## config.mk

```make
export PLATFORM = sky130hd
export DESIGN_NAME = logic_unit_pipe
export DESIGN_NICKNAME = d
export VERILOG_FILES = /design/src/rtl/logic_unit_pipe.sv
export SDC_FILE = /design/constraint.sdc
export NUM_CORES = 1
export LEC_CHECK = 0
export ABC_AREA = 0
export CAP_MARGIN = 20
export CORE_ASPECT_RATIO = 0.75
export CORE_UTILIZATION = 45
export CTS_CLUSTER_SIZE = 28
export DETAILED_ROUTE_END_ITERATION = 7
export GPL_TIMING_DRIVEN = 0
export PLACE_DENSITY = 0.76
export SYNTH_ARGS = -nofsm -noshare
export SYNTH_HDL_FRONTEND = slang
export SYNTH_SLANG_ARGS = --single-unit
```

## constraint.sdc

```tcl
create_clock -name clk -period 1.6 [get_ports clk]
set_clock_uncertainty 0.1 [all_clocks]
set_input_delay 0.24 -clock clk [delete_from_list [all_inputs] [get_ports clk]]
set_output_delay 0.24 -clock clk [all_outputs]
set_load 0.01 [all_outputs]
```

## src/rtl/logic_unit_pipe.sv

```systemverilog
// Two-stage valid/ready bitwise logic unit: S1 registers the selected operation,
// S2 registers the result plus its flags, and a counter tallies delivered results.
module logic_unit_pipe #(
    parameter int WIDTH = 4,
    parameter int CNT_W = 16
) (
    input  logic                         clk,
    input  logic                         rst,
    input  logic                         in_valid,
    output logic                         in_ready,
    input  logic [WIDTH-1:0]             in_a,
    input  logic [WIDTH-1:0]             in_b,
    input  logic [2:0]                   in_op,
    output logic                         out_valid,
    input  logic                         out_ready,
    output logic [WIDTH-1:0]             out_y,
    output logic                         out_zero,
    output logic                         out_ones,
    output logic                         out_parity,
    output logic [$clog2(WIDTH+1)-1:0]   out_pop,
    output logic [CNT_W-1:0]             out_count
);
    localparam int POP_W = $clog2(WIDTH + 1);

    function automatic logic bit_op(input logic [2:0] op, input logic a, input logic b);
        case (op)
            3'd0:    return a & b;
            3'd1:    return a | b;
            3'd2:    return a ^ b;
            3'd3:    return ~(a & b);
            3'd4:    return ~(a | b);
            3'd5:    return ~(a ^ b);
            3'd6:    return ~a;
            default: return a;
        endcase
    endfunction

    logic [WIDTH-1:0] op_y;
    logic             s1_valid_reg;
    logic [WIDTH-1:0] s1_y_reg;
    logic             out_valid_reg;
    logic [WIDTH-1:0] out_y_reg;
    logic             out_zero_reg;
    logic             out_ones_reg;
    logic             out_parity_reg;
    logic [POP_W-1:0] out_pop_reg;
    logic [CNT_W-1:0] count_reg;
    logic [POP_W-1:0] s1_pop;
    logic             accept;
    logic             s2_adv;
    logic             out_xfer;

    // Purely bitwise, so each result bit depends only on the same operand bits.
    for (genvar gi = 0; gi < WIDTH; gi++) begin : g_bit
        assign op_y[gi] = bit_op(in_op, in_a[gi], in_b[gi]);
    end

    always_comb begin
        s1_pop = '0;
        for (int i = 0; i < WIDTH; i++) begin
            s1_pop = s1_pop + POP_W'(s1_y_reg[i]);
        end
    end

    assign s2_adv   = s1_valid_reg && (!out_valid_reg || out_ready);
    assign in_ready = !s1_valid_reg || s2_adv;
    assign accept   = in_valid && in_ready;
    assign out_xfer = out_valid_reg && out_ready;

    always_ff @(posedge clk) begin
        if (rst) begin
            s1_valid_reg <= 1'b0;
            s1_y_reg     <= '0;
        end else if (accept) begin
            s1_valid_reg <= 1'b1;
            s1_y_reg     <= op_y;
        end else if (s2_adv) begin
            s1_valid_reg <= 1'b0;
        end
    end

    // Flags are taken from s1_y so they land in the same cycle as out_y.
    always_ff @(posedge clk) begin
        if (rst) begin
            out_valid_reg  <= 1'b0;
            out_y_reg      <= '0;
            out_zero_reg   <= 1'b1;
            out_ones_reg   <= 1'b0;
            out_parity_reg <= 1'b0;
            out_pop_reg    <= '0;
        end else if (s2_adv) begin
            out_valid_reg  <= 1'b1;
            out_y_reg      <= s1_y_reg;
            out_zero_reg   <= ~|s1_y_reg;
            out_ones_reg   <= &s1_y_reg;
            out_parity_reg <= ^s1_y_reg;
            out_pop_reg    <= s1_pop;
        end else if (out_xfer) begin
            out_valid_reg  <= 1'b0;
        end
    end

    always_ff @(posedge clk) begin
        if (rst) begin
            count_reg <= '0;
        end else if (out_xfer) begin
            count_reg <= count_reg + CNT_W'(1);
        end
    end

    assign out_valid  = out_valid_reg;
    assign out_y      = out_y_reg;
    assign out_zero   = out_zero_reg;
    assign out_ones   = out_ones_reg;
    assign out_parity = out_parity_reg;
    assign out_pop    = out_pop_reg;
    assign out_count  = count_reg;

endmodule
```

After elaboration in Yosys (flattened, before gate mapping)
Index checks and enable logic that the tools add are counted.

Memories: 0. Memory bits (writable): 0. Flip-flop bits (word level): 32. Bits in latches: 0. ROM bits: 0.

Shifts and indexed selects: 0. Multiply operators: 0. Reduce and logical (&&, ||, !) cells: 14. $lt $le $gt $ge: 0. Bitwise logic cells: 28. Div/mod/pow operators: 0. Muxes and demuxes: 8. Add/subtract/negate cells: 4. Equal/unequal tests: 6.

Operators by type and width (count): $pmux W1 S7 (4); $add A16 B1 Y16 const B (1); $not A1 Y1 (16); $eq A3 B3 Y1 const B (3); $eq A3 B2 Y1 const B (2); $and A1 B1 Y1 (4); $mux W1 (4); $or A1 B1 Y1 (4); $reduce_and A4 Y1 (1); $reduce_bool A2 Y1 (2); $reduce_or A4 Y1 (1); $reduce_xor A4 Y1 (1); $xor A1 B1 Y1 (4); $add A2 B1 Y3 (1); $add A3 B1 Y3 (1); $eq A3 B1 Y1 const B (1); $logic_and A1 B1 Y1 (3); $logic_not A1 Y1 (3); $logic_not A3 Y1 (1); $add A1 B1 Y2 (1); $logic_or A1 B1 Y1 (2).

Logic depth before layout (Yosys ltp)
Word-level depth: 6. Mapped depth: 7.

Least setup slack after synthesis
No wires, ideal clock.

Path type: reg2reg. Start: reg count_reg[5] (netlist: out_count[5]). End: reg count_reg[15] (netlist: out_count[15]). Arrival time: 1664 ps. Buffers on the path: 0. Data required time: 1430 ps. Cell stages (with the launch flop): 5. Period minus slack after synthesis: 1834 ps. Setup slack: -234 ps. Library setup time: 70 ps. Cells stage by stage: dfxtp_1 nand4_2 or4_4 or4_1 a21oi_1.

Cells in the longest elaborated chain, start to end: 1.

RTL lines: start, declared (line 47) `logic [CNT_W-1:0] count_reg;`; start signal, assigned (line 107) `count_reg <= count_reg + CNT_W'(1);`; $add A16 B1 Y16 (line 107).

Every way passes these cells. A chain may end at the register's enable or synchronous reset.

Final worst setup path
Start: reg s1_y_reg[0]. End: reg out_pop_reg[1] (netlist: out_pop[1]).

Cells in the longest elaborated chain, start to end: 3.

RTL lines: start, declared (line 40) `logic [WIDTH-1:0] s1_y_reg;`; start signal, assigned (line 76) `s1_y_reg <= op_y;`; $add A1 B1 Y2 (line 61) `s1_pop = s1_pop + POP_W'(s1_y_reg[i]);`; $add A2 B1 Y3 (line 61); $add A3 B1 Y3 (line 61); net s1_pop[1] (line 48) `logic [POP_W-1:0] s1_pop;`; end signal, assigned (line 97) `out_pop_reg <= s1_pop;`; end, declared (line 46) `logic [POP_W-1:0] out_pop_reg;`.

The timed path passes the listed nets, and every way through them passes these cells.

==> results.tsv <==
stage	metric	value	unit
floorplanning	Rows	19	
timing	RSZ-0062 raised after global routing	yes	
power_and_ir_drop	Leak	0.00112	uW
yosys	post-synthesis sequential area ratio	34.8	%
timing	max_slew headroom	64.1	%
detailed_routing	drt total wl	4260	microns
floorplanning	I/O pin cnt	43	
grt	first-pass GRT wire length	6940	microns
final_layout	Finished Layout Cells	337	
power_and_ir_drop	pwr/cell area	701	nW/um^2
timing	Final WS setup	-0.144	ns
floorplanning	die height	57.4	microns
critical_path	type of origin of the critical path	register	
power_and_ir_drop	VDD IR max	509	uV
final_layout	max reg flops	16	
timing	minimum clock period after layout	1.74	ns
cts	H-tree levels	2	
cts	Post-CTS Hold Fix Bufs	0	
cts	CTS tree	yes	
timing	Post-Route Setup TNS	-0.380	ns
detailed_routing	Iter 0 DRT Violations	93	
timing	Slew @ Worst Pin	0.538	ns
yosys	YS warnings	0	
cts	CTS Buf Count	5	
detailed_routing	total number of vias	1757	
yosys	Main synth FF type	dfxtp_1	
place	Place WS	-0.706	ns
final_layout	layout cells sized above 1	22.1	%
critical_path	crit end category	register	
place	PortBufs	40	
detailed_routing	Via density	5.21	
yosys	Post-Syn Area	1840	sq um
final_layout	fin nets	315	
final_layout	fillers	293	
critical_path	Critical Path AT	1.86	ns
yosys	Post-synth EDFFs	0	
detailed_routing	DR pass1 iterations	4	
critical_path	crit path max fanout	2	
final_layout	ant diodes	0	
place	global placer's final weighted congestion	0.796	
place	DP HPWL	2990	microns
yosys	number of synthesized register bits	32	
yosys	Post-Syn Nets	257	
grt	GRT overflow	0	
final_layout	final instance area	2660	sq um
flow_run	max_cap viols	0	
timing	share of the clock period used by the worst path	109	%
yosys	post-synth cell types	45	
detailed_routing	residual DRC count	0	
timing	Hold Fails Final Rpt	0	
grt	antenna violations before repair	0	
worst_hold_path	worst hold path type	in2reg	
outcome	outcome	complete, but fails checks	
yosys	FFs w/ async S/R, synth	0	%
critical_path	Setup CP Type	reg2reg	
place	Placed Cells incl. Taps	318	
cts	clk root buf	clkbuf_8	
cts	worst skew pair latency	0.28	ns
grt	pin count of the biggest net entering global routing	12	
floorplanning	Die Area	4360	sq um
timing	final slew viol count	0	
yosys	synthesized instance count	226	
final_layout	commonest non-fill, non-tap cell in the layout	clkdlybuf4s50_1	
grt	total track usage	21.0	%
floorplanning	initial core utilization	48.8	%
final_layout	commonest non-fill, non-tap cells in the layout	clkdlybuf4s50_1 (25), nand2_1 (20), inv_1 (19), nor2_1 (19), dfxtp_1 (18)	
outcome	failing checks	negative setup slack	
final_layout	synth-to-layout area growth	44.1	%
cts	clock buffer depth	2	
critical_path	Crit path required time	1.71	ns
cts	CTS clk-pin slew, worst paths	0.07	ns
yosys	Avg Inst Size Synth	8.15	sq um
detailed_routing	post-route ant nets	0	
detailed_routing	wire per inst	12.6	microns
timing	Highest Clock Rate	573	MHz
grt	vias in the first global route	1532	
cts	clock sinks	32	
floorplanning	Core Footprint	3780	sq um
place	Post-DP Area	2360	sq um
floorplanning	Chip Width	75.9	microns
timing	final setup fails	6	
[Yosys cell counts (3+ instances only)]
master      n  share of area, %
nor2b_1     4               1.4
dfxtp_1    32                35
clkbuf_1   12               2.4
nand4_1     5               1.7
or3_1       3               1.0
inv_1      22               4.5
o21ai_0     4               1.1
xnor2_1     4               1.9
ha_1       15                10
xor2_1      8               3.8
nor4_1      3               1.0
nor2_1     19               3.9
o2111ai_1   3               1.4
nand2_1    20               4.1
a21oi_1    19               5.2
nand3_1    12               3.3
nor3_1      3              0.81
nand2b_1    5               1.7
[area by class of cell]
class / instances / area (sq um) / share of cell area, %
Buffer: 12 / 61.3 / 2.31
Clock buffer: 6 / 93.8 / 3.53
Clock inverter: 2 / 12.5 / 0.471
Inverter: 22 / 82.6 / 3.11
Multi-Input combinational cell: 160 / 1180 / 44.6
Sequential cell: 32 / 673 / 25.4
Tap cell: 52 / 65.1 / 2.45
Timing Repair Buffer: 51 / 483 / 18.2
[metal layers]
metal  wire, microns  track usage, %
met1            2130            30.5
met3             137            4.77
met5               0               0
met4              40            4.76
met2            1950            31.4
[worst paths after layout]
path                    to         from  depth (start not counted)  slack [ns]
max reg2reg     out_pop[1]  s1_y_reg[0]                          7       -0.14
min          out_count[12]          rst                          3        0.34
max             out_pop[1]  s1_y_reg[0]                          7       -0.14
min reg2reg       out_ones     out_ones                          2        0.36
[through the flow]
| step | hold WS (ns) | util (%) | power (uW) |
|---|---|---|---|
| floorplan | 0.269 | - | 1030 |
| global placement | 0.341 | 62.4 | 1140 |
| detailed placement | 0.346 | 62.4 | 1140 |
| CTS | 0.340 | 68.7 | 1860 |
| global route | 0.368 | 70.2 | 1970 |
| finish | 0.339 | 70.2 | 1860 |
[critical path, cell delays in order, from the launching register on]
cell and delay (ns):
dfxtp_2 0.33, inv_2 0.05, fa_1 0.56, inv_2 0.05
ha_4 0.15, ha_4 0.26, nand3_2 0.06, a21oi_2 0.12
[kinds of logic after synthesis]
family	count (synthesis)	share of synthesized area (%)
mux	4	2.31
flops	32	34.8
fa+ha+maj	16	11.3
xor+xnor	12	5.70
compound gates	43	15.4
buf+inv	34	6.92
simple gates	85	23.6
[report_power, final]
| group | switching [uW] | internal, uW |
|---|---|---|
| combinational | 168 | 159 |
| sequential | 22.2 | 815 |
| clock | 299 | 397 |
| total | 489 | 1370 |
[timing repair]
action / in CTS / in global routing
setup buffers: 10 / 1
pin swaps: 13 / 6
setup endpoints to repair: 16 / 18
resized for setup: 28 / 22
No activity file was read; power rests on OpenSTA's default activity.
==> patch, RTL diff (same flow settings) <==
Change the parameter `CNT_W` from 16 to 24.
--- a/src/rtl/logic_unit_pipe.sv
+++ b/src/rtl/logic_unit_pipe.sv
@@ -2,7 +2,7 @@
 // S2 registers the result plus its flags, and a counter tallies delivered results.
 module logic_unit_pipe #(
     parameter int WIDTH = 4,
-    parameter int CNT_W = 16
+    parameter int CNT_W = 24
 ) (
     input  logic                         clk,
     input  logic                         rst,
Interface: changed (resized out_count); port bits go from 43 to 51. No check against the original RTL was run, so the function may have changed too.
==> patch against the unedited design <==
The run still ends with setup timing left; design area grew 31%; power is 19% higher; sequential share of layout area is 0.44 points lower; wire length up 63%; sequential cell count rose by 8; worst setup slack worse by 0.19 ns; synthesized area grew 22%; critical path type unchanged; highest routed layer unchanged.
==> patch: results (changes against the unedited design) <==
| Metric | Value |
|---|---|
| Status | `finished, violations left` |
| Failing checks | `setup timing` |
| Crit Path Max Fanout | `6 (+4)` |
| Largest net degree at the start of global routing | `14 (+2)` |
| Count leader, synth | `dfxtp_1` |
| FFs w/ async S/R, synth | `0% (unchanged)` |
| Vias post-DR | `2388 (+36%)` |
| Setup TNS | `-2.14 ns (-1.76 ns)` |
| Nets | `389 (+23%)` |
| Top post-synthesis cells by count | `40 x dfxtp_1, 34 x nand2_1, 24 x a21oi_1, 18 x inv_1` |
| Dpl ws | `-0.832 ns (-0.126 ns)` |
| Vias in the first global route | `2301 (+50%)` |
| H-tree depth | `2 (unchanged)` |
| Crit-path max cell delay | `0.46 ns (-0.10 ns)` |
| Compound-Gate Fraction of Synth Area | `15.5% (+0.068 points)` |
| Slowest CP cell | `or4_4` |
| Arrival @ worst endpoint | `2.03 ns (+0.17 ns)` |
| XOR/XNOR Fraction of Synth Area | `4.29% (-1.4 points)` |
| Placed cells | `373 (+17%)` |
| First DRT Iteration DRCs | `141 (+52%)` |
| CTS clk-pin slew, worst paths | `0.09 ns (+0.02 ns)` |
| Mux cell area share after synthesis | `3.34% (+1.0 points)` |
| Mean Syn Cell Area | `8.45 µm² (+3.6%)` |
| Top area cells in the synthesized netlist | `dfxtp_1 36%, ha_1 8.4%, nand2_1 5.7%` |
| Layout cells sized above 1 | `35.1% (+13 points)` |
| Mapped Nets | `297 (+16%)` |
| First-pass GRT wire length | `11100 µm (+60%)` |
| Post-Synth Adder-Cell Area | `9.24% (-2.0 points)` |
| Final setup viols | `16 (+10)` |
| Worst setup margin | `-0.335 ns (-0.190 ns)` |
| Clock Tree Root | `clkbuf_8` |
| Routability congestion estimate from global placement | `0.817 (+2.6%)` |
| Maximum root-to-sink buffer count | `2 (unchanged)` |
| Largest register FFs | `24 (+8)` |
| Register area share after synthesis | `35.6% (+0.88 points)` |
| Worst vdd ir | `0.456 mV (-10%)` |
| IO buf count | `50 (+25%)` |
| Final Max Tran Viols | `0 (unchanged)` |
| Pleak | `1.57 nW (+40%)` |
| Post-DR wirelength/cell | `16.7 µm (+32%)` |
| Final HPWL DP | `3820 µm (+28%)` |
| Post-Layout Cell Count | `416 (+23%)` |
| Worst slew pin tran | `0.577 ns (+0.0384 ns)` |
| Global Route Usage Sum | `26.0% (+5.1 points)` |
| Worst R2R Path Depth | `7 (unchanged)` |
| Worst skew pair latency | `0.31 ns (+0.03 ns)` |
patch: changes by cell type after synthesis, moves of 4 or more:
cell	before	now
nor2_1	19	15
a21oi_1	19	24
buf_6	0	5
nand2_1	20	34
nor2b_1	4	11
inv_1	22	18
or4_1	1	5
o31ai_1	1	9
dfxtp_1	32	40
patch: what timing repair did:
item                                    CTS  global route
buffers inserted                         28             9
gates cloned                              0             1
endpoints found under the setup margin   25            27
pin swaps                                26            15
hold endpoints to repair                  0             0
resized for setup                        60            32
patch: cell families after synthesis:
logic type | after synthesis
DFF | 40
xor gates and xnor gates | 11
buffers and inverters | 32
muxes | 7
and+or+nand+nor | 106
adders and majority gates | 16
AOI/OAI and AO/OA | 54
patch: worst max-delay path, delay by kind of cell (launching register included):
| kind | cells | cell delay (ns) |
|---|---|---|
| AO/OA/AOI/OAI | 2 | 0.35 |
| buffers and inverters | 3 | 0.41 |
| AND/OR/NAND/NOR | 2 | 0.58 |
| flip-flops | 1 | 0.38 |
patch: cell type report:
cell class              count  area [µm²]
plain buffers              12         104
clock buffers               5        68.8
clock inverters             3        42.5
fillers                   337        1140
inverters                  18        70.1
multi-input cells         194        1480
flip-flops and latches     40         867
well taps                  57        71.3
repair buffers             87         774
patch: per-layer routing:
metal	global-route usage [%]	routed length, µm	up-vias
li1	-	-	1128
met1	35.3	3270	1148
met2	42.0	3150	98
met3	5.24	386	14
met4	7.63	136	0
met5	0	0	-
patch: worst paths after layout:
check / from / end
min reg2reg: out_y[2] / out_y[2]
min: out_ready / out_count[1]
max reg2reg: out_count[13] / out_count[18]
max: out_count[13] / out_count[18]
patch: power breakdown:
part           leakage (nW)  switching [W]  internal (W)
Sequential            0.340      0.0000231      0.000999
Clock                0.0541       0.000390      0.000462
Combinational          1.17       0.000178      0.000170
Total                  1.57       0.000591       0.00163
patch: per-stage QoR:
step           util, %  hold slack (ns)  cell area (µm²)
2_1_floorplan        -            0.267             2340
3_3_place_gp      63.0            0.353             2910
3_5_place_dp      63.0            0.348             2910
4_1_cts           72.3            0.304             3340
5_1_grt           75.3            0.321             3480
6_report          75.3            0.308             3480
